==> src/rtl/rocket_trace_pkg.sv <==
// Shared types for the retire trace buffer: the stored entry layout and the
// gap-tracking state encoding.
// Optional feature macro: ROCKET_TRACE_TIMESTAMP_EN adds a 32-bit push timestamp
// field to every entry.
package rocket_trace_pkg;

  localparam int TRC_XLEN = 64;

  typedef struct packed {
    logic [TRC_XLEN-1:0] pc;
    logic [31:0]         insn;
    logic                wen;
    logic [4:0]          waddr;
    logic [TRC_XLEN-1:0] wdata;
    logic                exc;
    logic                gap;
`ifdef ROCKET_TRACE_TIMESTAMP_EN
    logic [31:0]         ts;
`endif
  } rocket_trace_entry_t;

  typedef enum logic {
    TRC_NORMAL,
    TRC_DROPPING
  } trc_state_t;

endpackage

==> src/rtl/rocket_retire_trace_buffer_if.sv <==
// Retire-side capture bus and trace-side valid/ready drain bus.
// slave modport: the trace buffer; master modport: the core/BFM environment.
// Optional feature macro: ROCKET_TRACE_TIMESTAMP_EN adds trace_time.
interface rocket_retire_trace_buffer_if #(
  parameter int XLEN = 64
);
  logic            retire_valid;
  logic [XLEN-1:0] retire_pc;
  logic [31:0]     retire_insn;
  logic            retire_wen;
  logic [4:0]      retire_waddr;
  logic [XLEN-1:0] retire_wdata;
  logic            retire_exc;

  logic            trace_valid;
  logic            trace_ready;
  logic [XLEN-1:0] trace_pc;
  logic [31:0]     trace_insn;
  logic            trace_wen;
  logic [4:0]      trace_waddr;
  logic [XLEN-1:0] trace_wdata;
  logic            trace_exc;
  logic            trace_gap;
`ifdef ROCKET_TRACE_TIMESTAMP_EN
  logic [31:0]     trace_time;
`endif

  modport slave (
    input  retire_valid, retire_pc, retire_insn, retire_wen, retire_waddr,
           retire_wdata, retire_exc, trace_ready,
    output trace_valid, trace_pc, trace_insn, trace_wen, trace_waddr,
           trace_wdata, trace_exc, trace_gap
`ifdef ROCKET_TRACE_TIMESTAMP_EN
    , output trace_time
`endif
  );

  modport master (
    output retire_valid, retire_pc, retire_insn, retire_wen, retire_waddr,
           retire_wdata, retire_exc, trace_ready,
    input  trace_valid, trace_pc, trace_insn, trace_wen, trace_waddr,
           trace_wdata, trace_exc, trace_gap
`ifdef ROCKET_TRACE_TIMESTAMP_EN
    , input trace_time
`endif
  );

endinterface

==> src/rtl/rocket_trace_fifo.sv <==
// Generic synchronous FIFO, entry type and depth parameterised.
// Simultaneous push and pop are accepted, including while full. The head is
// presented as zero while empty so downstream fields read as reset values.
module rocket_trace_fifo #(
  parameter type T     = logic [7:0],
  parameter int  DEPTH = 16
) (
  input  logic clk,
  input  logic reset_n,
  input  logic clear,
  input  logic push,
  input  logic pop,
  input  T     din,
  output T     dout,
  output logic full,
  output logic empty
);
  localparam int AW = (DEPTH > 1) ? $clog2(DEPTH) : 1;

  T               mem [DEPTH];
  logic [AW-1:0]  wr_ptr;
  logic [AW-1:0]  rd_ptr;
  logic [AW:0]    count;
  logic           do_push;
  logic           do_pop;

  // Occupancy flags and gated push/pop.
  always_comb begin
    full    = (count == (AW+1)'(DEPTH));
    empty   = (count == '0);
    do_pop  = pop && !empty;
    do_push = push && (!full || do_pop);
    dout    = empty ? T'('0) : mem[rd_ptr];
  end

  // Pointers wrap naturally because DEPTH is a power of two.
  always_ff @(posedge clk or negedge reset_n) begin
    if (!reset_n) begin
      wr_ptr <= '0;
      rd_ptr <= '0;
      count  <= '0;
    end else if (clear) begin
      wr_ptr <= '0;
      rd_ptr <= '0;
      count  <= '0;
    end else begin
      if (do_push) wr_ptr <= wr_ptr + 1'b1;
      if (do_pop)  rd_ptr <= rd_ptr + 1'b1;
      case ({do_push, do_pop})
        2'b10:   count <= count + 1'b1;
        2'b01:   count <= count - 1'b1;
        default: count <= count;
      endcase
    end
  end

  // Storage array; contents need no reset since empty masks the head.
  always_ff @(posedge clk) begin
    if (do_push && !clear) mem[wr_ptr] <= din;
  end

endmodule

==> src/rtl/rocket_retire_trace_buffer.sv <==
// Per-core retire trace buffer. Commit-stage events are queued for the trace
// BFM; when the queue is full events are dropped (never stalling the core),
// counted, and the next stored entry is tagged with gap.
// Optional feature macro: ROCKET_TRACE_TIMESTAMP_EN adds a free-running cycle
// counter whose value at push time is stored per entry and shown on trace_time.
//
// Gap state | meaning
// ----------+-------------------------------------------------------------
// NORMAL    | no drop since the last stored entry
// DROPPING  | at least one event dropped; next pushed entry gets gap=1
module rocket_retire_trace_buffer
  import rocket_trace_pkg::*;
#(
  parameter int XLEN  = TRC_XLEN,
  parameter int DEPTH = 16,
  parameter int CNT_W = 16
) (
  input  logic                          clk,
  input  logic                          reset_n,
  input  logic                          clear,
  rocket_retire_trace_buffer_if.slave   bus,
  output logic [CNT_W-1:0]              drop_cnt,
  output logic                          overflow
);
  localparam logic [CNT_W-1:0] DROP_MAX = {CNT_W{1'b1}};

  rocket_trace_entry_t wr_entry;
  rocket_trace_entry_t rd_entry;
  trc_state_t          state_q;
  trc_state_t          state_d;
  logic                fifo_full;
  logic                fifo_empty;
  logic                pop;
  logic                room;
  logic                push;
  logic                drop;
`ifdef ROCKET_TRACE_TIMESTAMP_EN
  logic [31:0]         cycle_cnt;
`endif

  // Handshake decode; clear overrides both push and pop.
  always_comb begin
    pop  = !fifo_empty && bus.trace_ready && !clear;
    room = !fifo_full || pop;
    push = bus.retire_valid && room && !clear;
    drop = bus.retire_valid && !room && !clear;
  end

  // Pack the retiring event into an entry, tagged with the pending-gap flag.
  always_comb begin
    wr_entry       = '0;
    wr_entry.pc    = bus.retire_pc;
    wr_entry.insn  = bus.retire_insn;
    wr_entry.wen   = bus.retire_wen;
    wr_entry.waddr = bus.retire_waddr;
    wr_entry.wdata = bus.retire_wdata;
    wr_entry.exc   = bus.retire_exc;
    wr_entry.gap   = (state_q == TRC_DROPPING);
`ifdef ROCKET_TRACE_TIMESTAMP_EN
    wr_entry.ts    = cycle_cnt;
`endif
  end

  rocket_trace_fifo #(
    .T     (rocket_trace_entry_t),
    .DEPTH (DEPTH)
  ) u_fifo (
    .clk     (clk),
    .reset_n (reset_n),
    .clear   (clear),
    .push    (push),
    .pop     (pop),
    .din     (wr_entry),
    .dout    (rd_entry),
    .full    (fifo_full),
    .empty   (fifo_empty)
  );

  // Head entry drives the trace port directly from registered storage.
  always_comb begin
    bus.trace_valid = !fifo_empty;
    bus.trace_pc    = rd_entry.pc;
    bus.trace_insn  = rd_entry.insn;
    bus.trace_wen   = rd_entry.wen;
    bus.trace_waddr = rd_entry.waddr;
    bus.trace_wdata = rd_entry.wdata;
    bus.trace_exc   = rd_entry.exc;
    bus.trace_gap   = rd_entry.gap;
`ifdef ROCKET_TRACE_TIMESTAMP_EN
    bus.trace_time  = rd_entry.ts;
`endif
  end

  // Gap state register.
  always_ff @(posedge clk or negedge reset_n) begin
    if (!reset_n) state_q <= TRC_NORMAL;
    else          state_q <= state_d;
  end

  // Gap next-state: enter on a drop, leave on the push that carries the gap.
  always_comb begin
    state_d = state_q;
    if (clear) begin
      state_d = TRC_NORMAL;
    end else begin
      case (state_q)
        TRC_NORMAL:   if (drop) state_d = TRC_DROPPING;
        TRC_DROPPING: if (push) state_d = TRC_NORMAL;
        default:      state_d = TRC_NORMAL;
      endcase
    end
  end

  // Saturating drop counter and sticky overflow flag.
  always_ff @(posedge clk or negedge reset_n) begin
    if (!reset_n) begin
      drop_cnt <= '0;
      overflow <= 1'b0;
    end else if (clear) begin
      drop_cnt <= '0;
      overflow <= 1'b0;
    end else if (drop) begin
      overflow <= 1'b1;
      if (drop_cnt != DROP_MAX) drop_cnt <= drop_cnt + 1'b1;
    end
  end

`ifdef ROCKET_TRACE_TIMESTAMP_EN
  // Free-running cycle counter, wraps at 2^32.
  always_ff @(posedge clk or negedge reset_n) begin
    if (!reset_n)   cycle_cnt <= '0;
    else if (clear) cycle_cnt <= '0;
    else            cycle_cnt <= cycle_cnt + 1'b1;
  end
`endif

endmodule

==> src/flat_wrapper.sv <==
// flat-port wrapper written by rule: the top's interface ports become plain ports
module rocket_retire_trace_buffer_flat import rocket_trace_pkg::*;
#(
  parameter int XLEN  = TRC_XLEN,
  parameter int DEPTH = 16,
  parameter int CNT_W = 16
)
  (clk, reset_n, clear, drop_cnt, overflow, bus_retire_valid, bus_retire_pc, bus_retire_insn, bus_retire_wen, bus_retire_waddr, bus_retire_wdata, bus_retire_exc, bus_trace_ready, bus_trace_valid, bus_trace_pc, bus_trace_insn, bus_trace_wen, bus_trace_waddr, bus_trace_wdata, bus_trace_exc, bus_trace_gap);
  rocket_retire_trace_buffer_if #(.XLEN(XLEN)) bus_i ();
  input  logic clk;
  input  logic reset_n;
  input  logic clear;
  output logic [CNT_W-1:0] drop_cnt;
  output logic overflow;
  input wire logic [$bits(bus_i.retire_valid)-1:0] bus_retire_valid;
  input wire logic [$bits(bus_i.retire_pc)-1:0] bus_retire_pc;
  input wire logic [$bits(bus_i.retire_insn)-1:0] bus_retire_insn;
  input wire logic [$bits(bus_i.retire_wen)-1:0] bus_retire_wen;
  input wire logic [$bits(bus_i.retire_waddr)-1:0] bus_retire_waddr;
  input wire logic [$bits(bus_i.retire_wdata)-1:0] bus_retire_wdata;
  input wire logic [$bits(bus_i.retire_exc)-1:0] bus_retire_exc;
  input wire logic [$bits(bus_i.trace_ready)-1:0] bus_trace_ready;
  output wire logic [$bits(bus_i.trace_valid)-1:0] bus_trace_valid;
  output wire logic [$bits(bus_i.trace_pc)-1:0] bus_trace_pc;
  output wire logic [$bits(bus_i.trace_insn)-1:0] bus_trace_insn;
  output wire logic [$bits(bus_i.trace_wen)-1:0] bus_trace_wen;
  output wire logic [$bits(bus_i.trace_waddr)-1:0] bus_trace_waddr;
  output wire logic [$bits(bus_i.trace_wdata)-1:0] bus_trace_wdata;
  output wire logic [$bits(bus_i.trace_exc)-1:0] bus_trace_exc;
  output wire logic [$bits(bus_i.trace_gap)-1:0] bus_trace_gap;
  assign bus_i.retire_valid = bus_retire_valid;
  assign bus_i.retire_pc = bus_retire_pc;
  assign bus_i.retire_insn = bus_retire_insn;
  assign bus_i.retire_wen = bus_retire_wen;
  assign bus_i.retire_waddr = bus_retire_waddr;
  assign bus_i.retire_wdata = bus_retire_wdata;
  assign bus_i.retire_exc = bus_retire_exc;
  assign bus_i.trace_ready = bus_trace_ready;
  assign bus_trace_valid = bus_i.trace_valid;
  assign bus_trace_pc = bus_i.trace_pc;
  assign bus_trace_insn = bus_i.trace_insn;
  assign bus_trace_wen = bus_i.trace_wen;
  assign bus_trace_waddr = bus_i.trace_waddr;
  assign bus_trace_wdata = bus_i.trace_wdata;
  assign bus_trace_exc = bus_i.trace_exc;
  assign bus_trace_gap = bus_i.trace_gap;
  rocket_retire_trace_buffer #(.XLEN(XLEN), .DEPTH(DEPTH), .CNT_W(CNT_W)) u_core (.clk(clk), .reset_n(reset_n), .clear(clear), .bus(bus_i), .drop_cnt(drop_cnt), .overflow(overflow));
endmodule
==> config.mk <==
export PLATFORM = sky130hd
export DESIGN_NAME = rocket_retire_trace_buffer_flat
export DESIGN_NICKNAME = d
export VERILOG_FILES = /design/src/rtl/rocket_trace_pkg.sv /design/src/rtl/rocket_retire_trace_buffer_if.sv /design/src/rtl/rocket_trace_fifo.sv /design/src/rtl/rocket_retire_trace_buffer.sv /design/src/flat_wrapper.sv
export SDC_FILE = /design/constraint.sdc
export NUM_CORES = 2
export LEC_CHECK = 0
export ABC_AREA = 1
export BUFFER_PORTS_ARGS = -buffer_cell sky130_fd_sc_hd__buf_4
export CAP_MARGIN = 20
export CORE_UTILIZATION = 34
export CTS_BUF_LIST = sky130_fd_sc_hd__clkbuf_4
export DETAILED_ROUTE_END_ITERATION = 16
export HOLD_SLACK_MARGIN = 0.02
export SYNTH_ARGS = -nofsm -noshare
export SYNTH_HDL_FRONTEND = slang
export SYNTH_SLANG_ARGS = --single-unit
==> constraint.sdc <==
create_clock -name clk -period 7.9 [get_ports clk]
set_input_delay 0.79 -clock clk [delete_from_list [all_inputs] [get_ports clk]]
set_output_delay 0.79 -clock clk [all_outputs]
set_load 0.1 [all_outputs]
**Word level (Yosys, flattened, before mapping)**

Memories as Yosys holds them, arrays and structs flattened.
Index checks and enable logic that the tools add are counted.

- Bits in registers: 31
- Latch bits: 0
- Memory bits (writable): 2688
- Bits in read-only memories: 0
- Input port bits: 172
- Output and inout bits: 186
- Word-level logic and storage cells: 57
- Memories: 1

Memories:

| memory | depth | width | read ports | clocked after memory_dff | write ports | line | source |
|---|---|---|---|---|---|---|---|
| u_core.u_fifo.mem | 16 | 168 | 1 | 0 | 1 | rocket_trace_fifo.sv:20 | `T mem [DEPTH];` |

- Add/sub/neg operators: 5
- Multipliers: 0
- Divide/modulo/power cells: 0
- Order comparisons: 0
- Equal/unequal tests: 4
- Shifts and indexed selects: 0
- Mux-type cells: 18
- Bitwise gates (word level): 1
- Reductions and logical operators: 22

Operators with widths:

| operator | count |
|---|---|
| 168-bit two-way mux | 1 |
| 16-bit two-way mux | 3 |
| 16-bit by 1-bit adder with 16-bit output (second input constant) | 1 |
| 4-bit two-way mux | 4 |
| 16-bit inequality test (second input constant) | 1 |
| 5-bit case mux with 2 select lines | 1 |
| 1-bit logical AND | 9 |
| 4-bit by 1-bit adder with 4-bit output (second input constant) | 2 |
| 2-bit nonzero test | 4 |
| 1-bit two-way mux | 7 |
| 5-bit by 1-bit adder with 5-bit output (second input constant) | 1 |
| 5-bit == test (second input constant) | 1 |
| 5-bit logical NOT | 1 |
| 5-bit two-way mux | 1 |
| 5-bit by 1-bit subtractor with 5-bit output (second input constant) | 1 |
| 1-bit logical NOT | 4 |
| 3-bit nonzero test | 1 |
| 2-bit by 1-bit == test with 1-bit output (second input constant) | 1 |
| 2-bit == test (second input constant) | 1 |
| 1-bit logical OR | 2 |
| 1-bit case mux with 2 select lines | 1 |
| 2-bit AND reduction | 1 |
| 1-bit NOT | 1 |

**Depth between registers and ports, before layout**

- Depth in word-level cells: 11
- Mapped depth: 14
- Gate-level depth less buffers: 14

**Modules after synthesis**

From an unflattened synthesis, not the netlist that was laid out.

- Cell total of the unflattened synthesis: 9614
- Area total of the unflattened synthesis: 110857.6 sq um

By module, submodules not included:

| module | times used | cells an instance | area an instance (sq um) |
|---|---|---|---|
| rocket_trace_fifo | 1 | 9450 | 109637.7 |
| rocket_retire_trace_buffer | 1 | 164 | 1219.9 |

**Worst setup path after synthesis**

Ideal clock, no wire load.

- Path kind: input -> register
- Start point: input port clear
- End point: memory u_core.u_fifo.mem[11][0] (netlist name), enable pin
- Setup time: 0.699 ns
- Arrival: 8.578 ns
- Setup slack: -1.377 ns
- Stages: 8
- Path through: buf_2 clkinv_1 nand3_1 nand3_1 nand2_1 inv_2 nand2_1 nor2_1

- Cells in the longest elaborated chain, start to end: 9

RTL lines:

| item | line | source |
|---|---|---|
| from (decl) | flat_wrapper.sv:12 | `input logic clear;` |
| 1-bit logical NOT * | rocket_trace_fifo.sv:59, rocket_retire_trace_buffer.sv:43, rocket_retire_trace_buffer.sv:45 |  |
| 1-bit logical AND | rocket_retire_trace_buffer.sv:43 | `pop = !fifo_empty && bus.trace_ready && !clear;` |
| 1-bit logical OR | rocket_retire_trace_buffer.sv:44 | `room = !fifo_full \|\| pop;` |
| 1-bit logical AND (2 in series) | rocket_retire_trace_buffer.sv:45 | `push = bus.retire_valid && room && !clear;` |
| 1-bit logical AND | rocket_trace_fifo.sv:32 | `do_push = push && (!full \|\| do_pop);` |
| 1-bit logical AND * | rocket_trace_fifo.sv:59 | `if (do_push && !clear) mem[wr_ptr] <= din;` |
| 1-bit two-way mux * | rocket_trace_fifo.sv:59 |  |
| 1-bit two-way mux (not written as such) * | rocket_trace_fifo.sv:59 |  |
| to (decl) | rocket_trace_fifo.sv:20 |  |

Mark *: on every way between the ends. The rest lies on a longest branch, timed or not.

**Final worst setup path**

- Start point: register u_core.u_fifo.rd_ptr[1]
- End point: output port bus_trace_insn[6]

- Cells in the longest elaborated chain, start to end: 2

RTL lines:

| item | line | source |
|---|---|---|
| from (decl) | rocket_trace_fifo.sv:22 | `logic [AW-1:0] rd_ptr;` |
| from (signal assigned) | rocket_trace_fifo.sv:48 | `if (do_pop) rd_ptr <= rd_ptr + 1'b1;` |
| memory 16 x 168 bit | -- |  |
| 168-bit two-way mux | rocket_trace_fifo.sv:33 | `dout = empty ? T'('0) : mem[rd_ptr];` |
| to (decl) | flat_wrapper.sv:25 | `output wire logic [$bits(bus_i.trace_insn)-1:0] bus_trace_insn;` |

Every way passes these cells.

==> flow_summary.ini <==
[outcome]
status = complete, but fails checks
violations = design-rule violations

[drt]
drcViolationCount = 156
viasPerCell = 5.44
final_antenna_net_count = 0
via_count = 70400
drtPass1Iterations = 11
wl_um = 306000
routedWlPerCell_um = 23.6
drt_iter0_drc = 7321

[power]
p_leak_nw = 39.9
swShare_pct = 30.7
seq_power_share_pct = 48.1
power.switching_w = 0.0104
powerDensity_nw_per_um2 = 272
irDropWorstVdd_uv = 241
internal-power_w = 0.0234
combPwrFrac_pct = 16.6
clkPwrFrac_pct = 35.3

[timing]
max_clock_freq_ghz = 0.149
worst_slack_ns = 1.18
period_needed_ns = 6.72
slew_violations = 0
relSlewSlack_pct = 10.9
period_share_pct = 85.1
skew_ns = 0.0878
setup_viol = 0
hold_viol_final = 0
rsz0062_at_grt = no
worst_pin_slew_ns = 1.34
setup_tns_ns = 0

[logic_synthesis]
synthDominantCellAreaShare_pct = 76.5
synth_cell_types = 31
ys_ff_latch = 2719
synth-compound-area-share_pct = 13.9
synth_top_family_by_area = compound AO/OA/AOI/OAI gates
yosysWarnings = 0
synth-xor-area-share_pct = 0.0664
synth_mux_area_share_pct = 0.00949
avgSynthCellArea_sq_um = 14.2
synthAdderAreaFrac_pct = 0.0949
synthFlopType = edfxtp_1
synthArstFlopShare_pct = 1.14
syn_nets = 7585
synth_cells = 7405
syn_area_sq_um = 105000
synth-edff-count = 2688
synth_simple_gate_area_share_pct = 6.00
synth_area_leader_cell = edfxtp_1
yosysSeqAreaShare_pct = 77.3
synth_area_leaders = edfxtp_1 77%, o21ai_0 6.5%, nor2_1 4.9%, o221ai_1 3.9%, o211ai_1 1.5%

[hold_path]
min_path_type = input pin to flop
worstHoldStart = bus_retire_pc[52]

[cells_and_area]
final_common_cell = edfxtp_1
drive_above_1_share_pct = 17.8
multi_input_area_sq_um = 21300
mostFrequentLayoutCells = 2688 x edfxtp_1, 1366 x o21ai_0, 1362 x nor2_1, 1016 x clkbuf_4, 464 x o221ai_1
seqCellArea_sq_um = 81500
syn2layout_area_growth_pct = 17.7
finalNetCount = 8479
fin_cells = 12900
fillCellCount = 28600

[die]
start_util_pct = 34.2
fp-row-count = 204
core_sq_um = 309000
dieWidth_um = 559
dieHeight_um = 559
design.die.area_sq_um = 312000
ios = 358

[critical_path]
required_ns = 7.11
timing.critical_path.from = u_core.u_fifo.rd_ptr[1]
timing.rr.start = u_core.u_fifo.count[0]
worstPathArrival_ns = 5.93
worstPathMaxFanout = 92
start_kind = flop
end_kind = primary output
critPathKind = flop to primary output

[grt]
gr-total-overflow = 0
grt_antenna_before_repair = 42
grt_pass1_vias = 69500
grt_max_degree = 255
grt_usage_pct = 18.8
grt_pass1_wl_um = 445000

[clock_network]
clk_latency_ns = 1.49
cts-resized-gates = 0
cts-root-buf = clkbuf_4
h-tree-depth = 6
cts.sinks = 2719
tritoncts = built
max-clock-path-buffers = 4
clk_pin_slew_ns = 0.06
cts_buffers = 705

[job]
cap_violations = 0

[placed_design]
pre_cts_ws_ns = 2.72
portBuffers = 357
dp_hpwl_um = 133000
place_inst = 11400
routabilityCongestion = 0.736
[registers in the layout, indices dropped and copies added (netlist names)]
name	cells
u_core.u_fifo.mem	2688
u_core.drop_cnt	16
u_core.u_fifo.count	5
u_core.u_fifo.rd_ptr	4
u_core.u_fifo.wr_ptr	4
u_core.overflow	1
u_core.state_q	1
[final cells by class]
class                      count  area share (%)
multi-input combinational   4060            17.2
inverter                      41           0.161
timing repair buffer         772            5.76
sequential                  2719            65.6
antenna                       21          0.0423
clock inverter               187           0.957
clock buffer                1016            6.14
tap                         4120            4.15
[Yosys cell counts, types with 46 or more instances]
library cell  number
edfxtp_1        2688
nor2_1          1378
o21ai_0         1366
o221ai_1         464
clkbuf_1         392
o211ai_1         208
o22ai_1          208
a21oi_1          175
nand3_1          155
buf_2            128
nand2_1           56
buf_4             46
[stage by stage]
step                      total power [W]  cell area, sq um  utilization, %  hold slack, ns
final                              0.0337            124000            40.2           0.196
after global routing               0.0351            124000            40.2           0.107
after CTS                          0.0341            124000            40.2          0.0206
after detailed placement           0.0220            112000            36.3           0.536
after global placement             0.0219            112000            36.3           0.512
after floorplan                    0.0204            105000               -           0.494
[cell families (layout without fill, tap and decap cells)]
kind of cell,count (synthesis),in the layout
and+or+nand+nor,1618,1618
adders and majority gates,8,8
DFF,2719,2719
muxes,1,1
buffers and inverters,626,2016
other,0,21
AOI/OAI and AO/OA,2425,2425
xor gates and xnor gates,8,8
[worst paths after layout]
path	to	slack, ns	depth (start not counted)
max	bus_trace_insn[6]	1.18	7
max reg2reg	u_core.u_fifo.mem[5][0]	4.18	10
max in group asynchronous	u_core.u_fifo.rd_ptr[1]	7.27	4
min	u_core.u_fifo.mem[6][156]	0.20	2
min in group asynchronous	u_core.drop_cnt[13]	0.34	4
min reg2reg	u_core.u_fifo.count[0]	0.55	1
[layer usage]
metal / vias to the layer above / GRT usage [%] / routed length, um
met1: 35600 / 25.1 / 128000
met5: - / 0 / 299
li1: 31000 / - / -
met3: 625 / 3.54 / 24200
met4: 44 / 6.54 / 7770
met2: 3202 / 30.6 / 145000
[power groups by stage]
stage | Clock (W) | Combinational, W | Sequential, W
floorplan | 0 | 0.00384 | 0.0166
global placement | 0 | 0.00536 | 0.0165
detailed placement | 0 | 0.00544 | 0.0165
CTS | 0.0122 | 0.00560 | 0.0162
global route | 0.0129 | 0.00593 | 0.0162
finish | 0.0119 | 0.00560 | 0.0162
[critical path, cell delays in order, from the launching register on]
cell and delay (ns):
dfrtp_4 1.00, buf_4 0.77, buf_4 0.91, o21ai_0 0.21, o221ai_1 0.25, o211ai_1 0.15
a21oi_1 0.65, buf_4 0.42
[what timing repair did]
action,CTS,global route
buffers inserted,0,0
endpoints found under the hold margin,2725,0
hold buffers,327,0
Note: power is estimated with default switching activity, not from simulation.
